===== config.mk =====
export PLATFORM = sky130hd
export DESIGN_NAME = chan_tx_arbiter
export DESIGN_NICKNAME = d
export VERILOG_FILES = /design/src/rtl/chan_tx_arbiter_pkg.sv /design/src/rtl/chan_tx_arbiter_rr_select.sv /design/src/rtl/chan_tx_arbiter.sv
export SDC_FILE = /design/constraint.sdc
export NUM_CORES = 1
export LEC_CHECK = 0
export CAP_MARGIN = 5
export CORE_ASPECT_RATIO = 0.9
export CORE_UTILIZATION = 31
export DETAILED_ROUTE_END_ITERATION = 10
export GPL_TIMING_DRIVEN = 0
export PLACE_DENSITY = 0.72
export SKIP_CTS_REPAIR_TIMING = 1
export SLEW_MARGIN = 10
export SYNTH_ARGS = -nofsm -noshare
export SYNTH_HDL_FRONTEND = slang
export SYNTH_SLANG_ARGS = --single-unit

===== constraint.sdc =====
create_clock -name tx_clock -period 1.45 [get_ports tx_clock]
set_clock_uncertainty 0.05 [all_clocks]
set_input_delay 0.29 -clock tx_clock [delete_from_list [all_inputs] [get_ports tx_clock]]
set_output_delay 0.29 -clock tx_clock [all_outputs]
set_load 0.1 [all_outputs]

===== src/rtl/chan_tx_arbiter_pkg.sv =====
// Shared types and defaults for the channel tx arbiter.
// Optional watchdog is enabled with the CHAN_ARB_WATCHDOG_EN macro (see chan_tx_arbiter.sv).
package chan_tx_arbiter_pkg;

    localparam int unsigned NUM_CHAN_DEF = 4;
    localparam int unsigned CHAN_W_DEF   = 2;
    localparam int unsigned HOLD_CNT_W   = 16;

    typedef enum logic [1:0] {
        IDLE    = 2'd0,
        HOLD    = 2'd1,
        RELEASE = 2'd2
    } arb_state_e;

endpackage


===== src/rtl/chan_tx_arbiter_rr_select.sv =====
// Combinational round-robin picker: first requesting index after i_last, wrapping.
module chan_tx_arbiter_rr_select
    import chan_tx_arbiter_pkg::*;
#(
    parameter int unsigned NUM_CHAN = NUM_CHAN_DEF,
    parameter int unsigned CHAN_W   = CHAN_W_DEF
) (
    input  logic [NUM_CHAN-1:0] i_req,
    input  logic [CHAN_W-1:0]   i_last,
    output logic [CHAN_W-1:0]   o_idx,
    output logic                o_valid
);

    logic [CHAN_W-1:0] w_k;

    // Scan offsets 1..NUM_CHAN so i_last itself is checked last.
    always_comb begin
        o_idx   = '0;
        o_valid = 1'b0;
        w_k     = '0;
        for (int unsigned off = 1; off <= NUM_CHAN; off++) begin
            w_k = CHAN_W'((32'(i_last) + off) % NUM_CHAN);
            if (!o_valid && i_req[w_k]) begin
                o_valid = 1'b1;
                o_idx   = w_k;
            end
        end
    end

endmodule


===== src/rtl/chan_tx_arbiter.sv =====
// Round-robin arbiter granting one channel FIFO reader at a time onto the tx chain.
// Define CHAN_ARB_WATCHDOG_EN to add the max_hold strobe watchdog (timeout tied low otherwise).
module chan_tx_arbiter
    import chan_tx_arbiter_pkg::*;
#(
    parameter int unsigned NUM_CHAN = NUM_CHAN_DEF,
    parameter int unsigned CHAN_W   = CHAN_W_DEF
) (
    input  logic                  tx_clock,
    input  logic                  reset,
    input  logic [NUM_CHAN-1:0]   pkt_waiting,
    input  logic [NUM_CHAN-1:0]   chan_skip,
    input  logic [NUM_CHAN-1:0]   chan_burst,
    input  logic                  tx_strobe,
    input  logic [HOLD_CNT_W-1:0] max_hold,
    output logic [NUM_CHAN-1:0]   grant,
    output logic [CHAN_W-1:0]     active_chan,
    output logic                  busy,
    output logic                  timeout
);

    arb_state_e            r_state;
    logic [NUM_CHAN-1:0]   r_grant;
    logic [CHAN_W-1:0]     r_active_chan;
    logic [CHAN_W-1:0]     r_last_chan;
    logic                  r_busy;

    arb_state_e            w_state_nxt;
    logic [NUM_CHAN-1:0]   w_grant_nxt;
    logic [CHAN_W-1:0]     w_active_nxt;
    logic [CHAN_W-1:0]     w_last_nxt;
    logic                  w_release;
    logic [CHAN_W-1:0]     w_rr_idx;
    logic                  w_rr_valid;
    logic                  w_skip_g;
    logic                  w_burst_g;

`ifdef CHAN_ARB_WATCHDOG_EN
    logic [HOLD_CNT_W-1:0] r_hold_cnt;
    logic                  r_timeout;
    logic [HOLD_CNT_W-1:0] w_cnt_nxt;
    logic [HOLD_CNT_W-1:0] w_cnt_inc;
    logic                  w_wdog_hit;
    logic                  w_timeout_nxt;

    // Saturating increment so a lowered max_hold can never be skipped past by wrap.
    assign w_cnt_inc  = (r_hold_cnt == '1) ? r_hold_cnt : r_hold_cnt + HOLD_CNT_W'(1);
    assign w_wdog_hit = tx_strobe && (max_hold != '0) && (w_cnt_inc >= max_hold);
`else
    logic w_unused;
    assign w_unused = ^{tx_strobe, max_hold};
`endif

    chan_tx_arbiter_rr_select #(
        .NUM_CHAN (NUM_CHAN),
        .CHAN_W   (CHAN_W)
    ) rr_select (
        .i_req   (pkt_waiting),
        .i_last  (r_last_chan),
        .o_idx   (w_rr_idx),
        .o_valid (w_rr_valid)
    );

    assign w_skip_g  = chan_skip[r_active_chan];
    assign w_burst_g = chan_burst[r_active_chan];

    always_ff @(posedge tx_clock or posedge reset) begin
        if (reset) begin
            r_state       <= IDLE;
            r_grant       <= '0;
            r_active_chan <= '0;
            r_last_chan   <= CHAN_W'(NUM_CHAN - 1);
            r_busy        <= 1'b0;
`ifdef CHAN_ARB_WATCHDOG_EN
            r_hold_cnt    <= '0;
            r_timeout     <= 1'b0;
`endif
        end else begin
            r_state       <= w_state_nxt;
            r_grant       <= w_grant_nxt;
            r_active_chan <= w_active_nxt;
            r_last_chan   <= w_last_nxt;
            r_busy        <= (w_state_nxt == HOLD);
`ifdef CHAN_ARB_WATCHDOG_EN
            r_hold_cnt    <= w_cnt_nxt;
            r_timeout     <= w_timeout_nxt;
`endif
        end
    end

    always_comb begin
        w_state_nxt   = r_state;
        w_grant_nxt   = r_grant;
        w_active_nxt  = r_active_chan;
        w_last_nxt    = r_last_chan;
        w_release     = 1'b0;
`ifdef CHAN_ARB_WATCHDOG_EN
        w_cnt_nxt     = '0;
        w_timeout_nxt = 1'b0;
`endif
        case (r_state)
            IDLE: begin
                if (w_rr_valid) begin
                    w_state_nxt  = HOLD;
                    w_active_nxt = w_rr_idx;
                    w_grant_nxt  = NUM_CHAN'(1) << w_rr_idx;
                end
            end
            HOLD: begin
                // An open burst keeps the lock across packet boundaries.
                if (w_skip_g && !w_burst_g) begin
                    w_release = 1'b1;
                end
`ifdef CHAN_ARB_WATCHDOG_EN
                if (w_skip_g) begin
                    w_cnt_nxt = '0;
                end else if (tx_strobe) begin
                    w_cnt_nxt = w_cnt_inc;
                end else begin
                    w_cnt_nxt = r_hold_cnt;
                end
                if (w_wdog_hit && !w_release) begin
                    w_release     = 1'b1;
                    w_timeout_nxt = 1'b1;
                end
`endif
                if (w_release) begin
                    w_state_nxt = RELEASE;
                    w_grant_nxt = '0;
                end
            end
            RELEASE: begin
                w_state_nxt = IDLE;
                w_last_nxt  = r_active_chan;
            end
            default: begin
                w_state_nxt = IDLE;
                w_grant_nxt = '0;
            end
        endcase
    end

    assign grant       = r_grant;
    assign active_chan = r_active_chan;
    assign busy        = r_busy;
`ifdef CHAN_ARB_WATCHDOG_EN
    assign timeout     = r_timeout;
`else
    assign timeout     = 1'b0;
`endif

endmodule


==> impl_metrics.tcl <==
set metrics [dict create \
    status "finished, violations left" \
    violations_in_the_final_reports "negative setup slack" \
    critical_path.max_stage_delay_ps 580 \
    crit_path_start "active_chan[1]" \
    maximum_level_of_the_cts_h_tree 1 \
    final_min_period_over_clock_period 1.17 \
    total_clock_buffers_created_by_cts 3 \
    synth_edf_count 0 \
    num_antenna_cells 0 \
    yosysWarningCount 0 \
    p_leak_nw 0.370 \
    dieArea_um2 2070 \
    initial_cell_density_of_the_core 0.342 \
    avgRoutedWirePerCell_um 12.6 \
    total_routing_usage_reported_by_global_routing 0.146 \
    setup.worst_path.end "grant[0]" \
    clockPowerShare 0.103 \
    combinationalPowerShare 0.597 \
    detail_route.wirelength_mm 1.30 \
    slowest_stage "sky130_fd_sc_hd__or4_4" \
    p_switching_w 0.00106 \
    share_seq_of_total_power 0.300 \
    grt_max_degree 12 \
    final_period_minus_worst_setup_slack_ps 1690 \
    num-fill-cells 182 \
    power_density_nw_per_um2 2310 \
    synthMostInstantiatedCell "sky130_fd_sc_hd__dfrtp_1" \
    tritoncts "done" \
    worst-endpoint-required_ps 1610 \
    worst_case_clock_buffer_depth 2 \
    endpoint_kind "flip-flop" \
    clock-sinks 11 \
    category_of_the_worst_setup_path_launch_point "flip-flop" \
    drt_iter0_drc 5 \
    finalInstanceArea_um2 871 \
    gate_count_post_synth 53 \
    area_delta_synth_final_pct 48.4 \
    power_report.internal_total_w 0.000957 \
    timing.final.setup_violations 8 \
    layout.nets 111 \
    grt_pass1_vias 478 \
    fin_hold_ws_ps 260 \
    io_buffer_count 20 \
    post-synth-top-area-cell "sky130_fd_sc_hd__dfrtp_1" \
    timing.critical_path.depth 4 \
    worst-slew-pin-transition_ps 543 \
    grt_first_pass_wirelength_mm 2.05 \
    ant_nets 0 \
    synthFlopType "sky130_fd_sc_hd__dfrtp_1" \
    post_drt_via_cell_ratio 5.05 \
    die_y_um 43.3 \
    yosysSeqAreaShare 0.473 \
    final_layout_size_suffix_gt1_frac 0.316 \
    cts-root-buf "sky130_fd_sc_hd__clkbuf_4" \
    fin_ws_ps -244 \
    io_pins 39 \
    drt_pre_antenna_iters 4 \
    ys_top_cells_by_area "sky130_fd_sc_hd__dfrtp_1 38%, sky130_fd_sc_hd__dfstp_2 9.0%, sky130_fd_sc_hd__nand2b_1 4.3%" \
    ys_top_cells_by_count "9 x sky130_fd_sc_hd__dfrtp_1, 4 x sky130_fd_sc_hd__nand2b_1, 3 x sky130_fd_sc_hd__a211oi_1, 3 x sky130_fd_sc_hd__inv_1, 3 x sky130_fd_sc_hd__o21ai_0" \
    arrival_time_at_the_worst_endpoint_ps 1850 \
    async_flop_share 1.00 \
    dpl.hpwl_um 976 \
    synth_area_per_cell_um2 11.1 \
    worst_r2r_endpoint "grant[0]" \
    power.share.switching 0.525 \
    worstPathCellList "and4b_1 > or4_4 > o22ai_4 > a22o_1" \
    timing.final.max_slew_violations 0 \
    synth_seq_cells 11 \
    netlist-cell-type-count 31 \
    synth.net_count 84 \
    antenna_found_initial 0 \
    die_w_um 47.9 \
    final_core_utilization 0.507 \
    cap_violations 0 \
    worst_skew_pair.late_latency_ps 270 \
    detailed_place.area_um2 825 \
    hp-class "input pin to asynchronous set/reset pin" \
    synth.top_cell.area_share 0.384 \
    num_rows 14 \
    slew_headroom 0.640 \
    fmax_mhz 590 \
    design.core.area_um2 1720 \
    drc 0 \
    synthesis.area_um2 587 \
    worst_setup_hold_path_clk_slew_ps 70 \
    worst_r2r_startpoint "active_chan[1]" \
    grt.overflow.total 0 \
    worst_ir_drop_vdd_v 0.00109 \
    path_class "flip-flop to flip-flop" \
    path_buf_inv 0 \
    vias 520 \
    final_hold_viol_count 0 \
    reg2regPathDepth 4 \
    crit_path_max_fanout 6 \
    finalPower_w 0.00201 \
    rrSetupSlack_ps -240 \
    dpl_worst_slack_ps -685 \
    rsz_0062_raised_after_global_routing "true" \
    gp_congestion 0.689 \
    timing.critical_path.max_delay_family "simple AND/OR/NAND/NOR gates" \
]
-- metrics by stage --
stage                     instances  TNS (ps)
after floorplan                  53     -2410
after global placement           97     -7500
after detailed placement         97     -7740
after CTS                       101     -7460
after global routing            103     -2220
final                           103     -1590
-- routing by layer --
layer  share of wire  routed length, um  vias to the layer above  global-route usage
li1                -                  -                      256                   -
met2            0.47                603                       10               0.200
met4               0                  0                        0              0.0333
met1            0.49                633                      254               0.210
met5               0                  0                        -                   0
met3           0.045                 58                        0              0.0638
-- kinds of logic (layout without fill, tap and decap cells) --
kind of cell / after synthesis / after routing / share of synthesized area
AND/OR/NAND/NOR: 18 / 18 / 0.224
AO/OA/AOI/OAI: 18 / 18 / 0.245
other: 1 / 1 / 0.00639
flip-flops: 11 / 11 / 0.473
multiplexers: 1 / 1 / 0.0192
buffers and inverters: 4 / 30 / 0.0320
-- registers in the layout, summed over array words and instances (netlist names) --
name,flops
busy,1
active_chan,2
r_last_chan,2
grant,4
r_state,2
-- placed cells by master (no fill, tap or decap), drive strengths merged, types with 3 or more instances in the layout --
cell            n
dfrtp           9
nand2b          4
clkdlybuf4s50  12
o21ai           3
a211oi          3
inv             3
clkbuf          7
buf             7
-- layout make-up --
type | instances | area, um^2 | area share
well taps | 24 | 30.0 | 0.0345
inverters | 3 | 11.3 | 0.0129
clock buffers | 4 | 26.3 | 0.0302
multi-input cells | 38 | 310 | 0.356
repair buffers | 22 | 200 | 0.230
flip-flops and latches | 11 | 285 | 0.328
plain buffers | 1 | 7.51 | 0.00862
-- power groups by stage --
stage | clock (W) | combinational [W] | sequential (W)
after floorplan | 0 | 0.000388 | 0.00113
after global placement | 0 | 0.00117 | 0.000605
after detailed placement | 0 | 0.00118 | 0.000616
after CTS | 0.000212 | 0.00118 | 0.000608
after global routing | 0.000225 | 0.00127 | 0.000630
final | 0.000206 | 0.00120 | 0.000605
-- worst min path at each step --
stage               startpoint       end  slack [ps]  depth (start not counted)
finish                   reset  grant[0]         260                          2
global route             reset  grant[3]         310                          2
CTS                      reset  grant[1]         270                          2
detailed placement    grant[2]  grant[2]         440                          1
global placement      grant[3]  grant[3]         430                          1
floorplan                reset      busy          90                          1
Power figures use the tool's default switching activity.
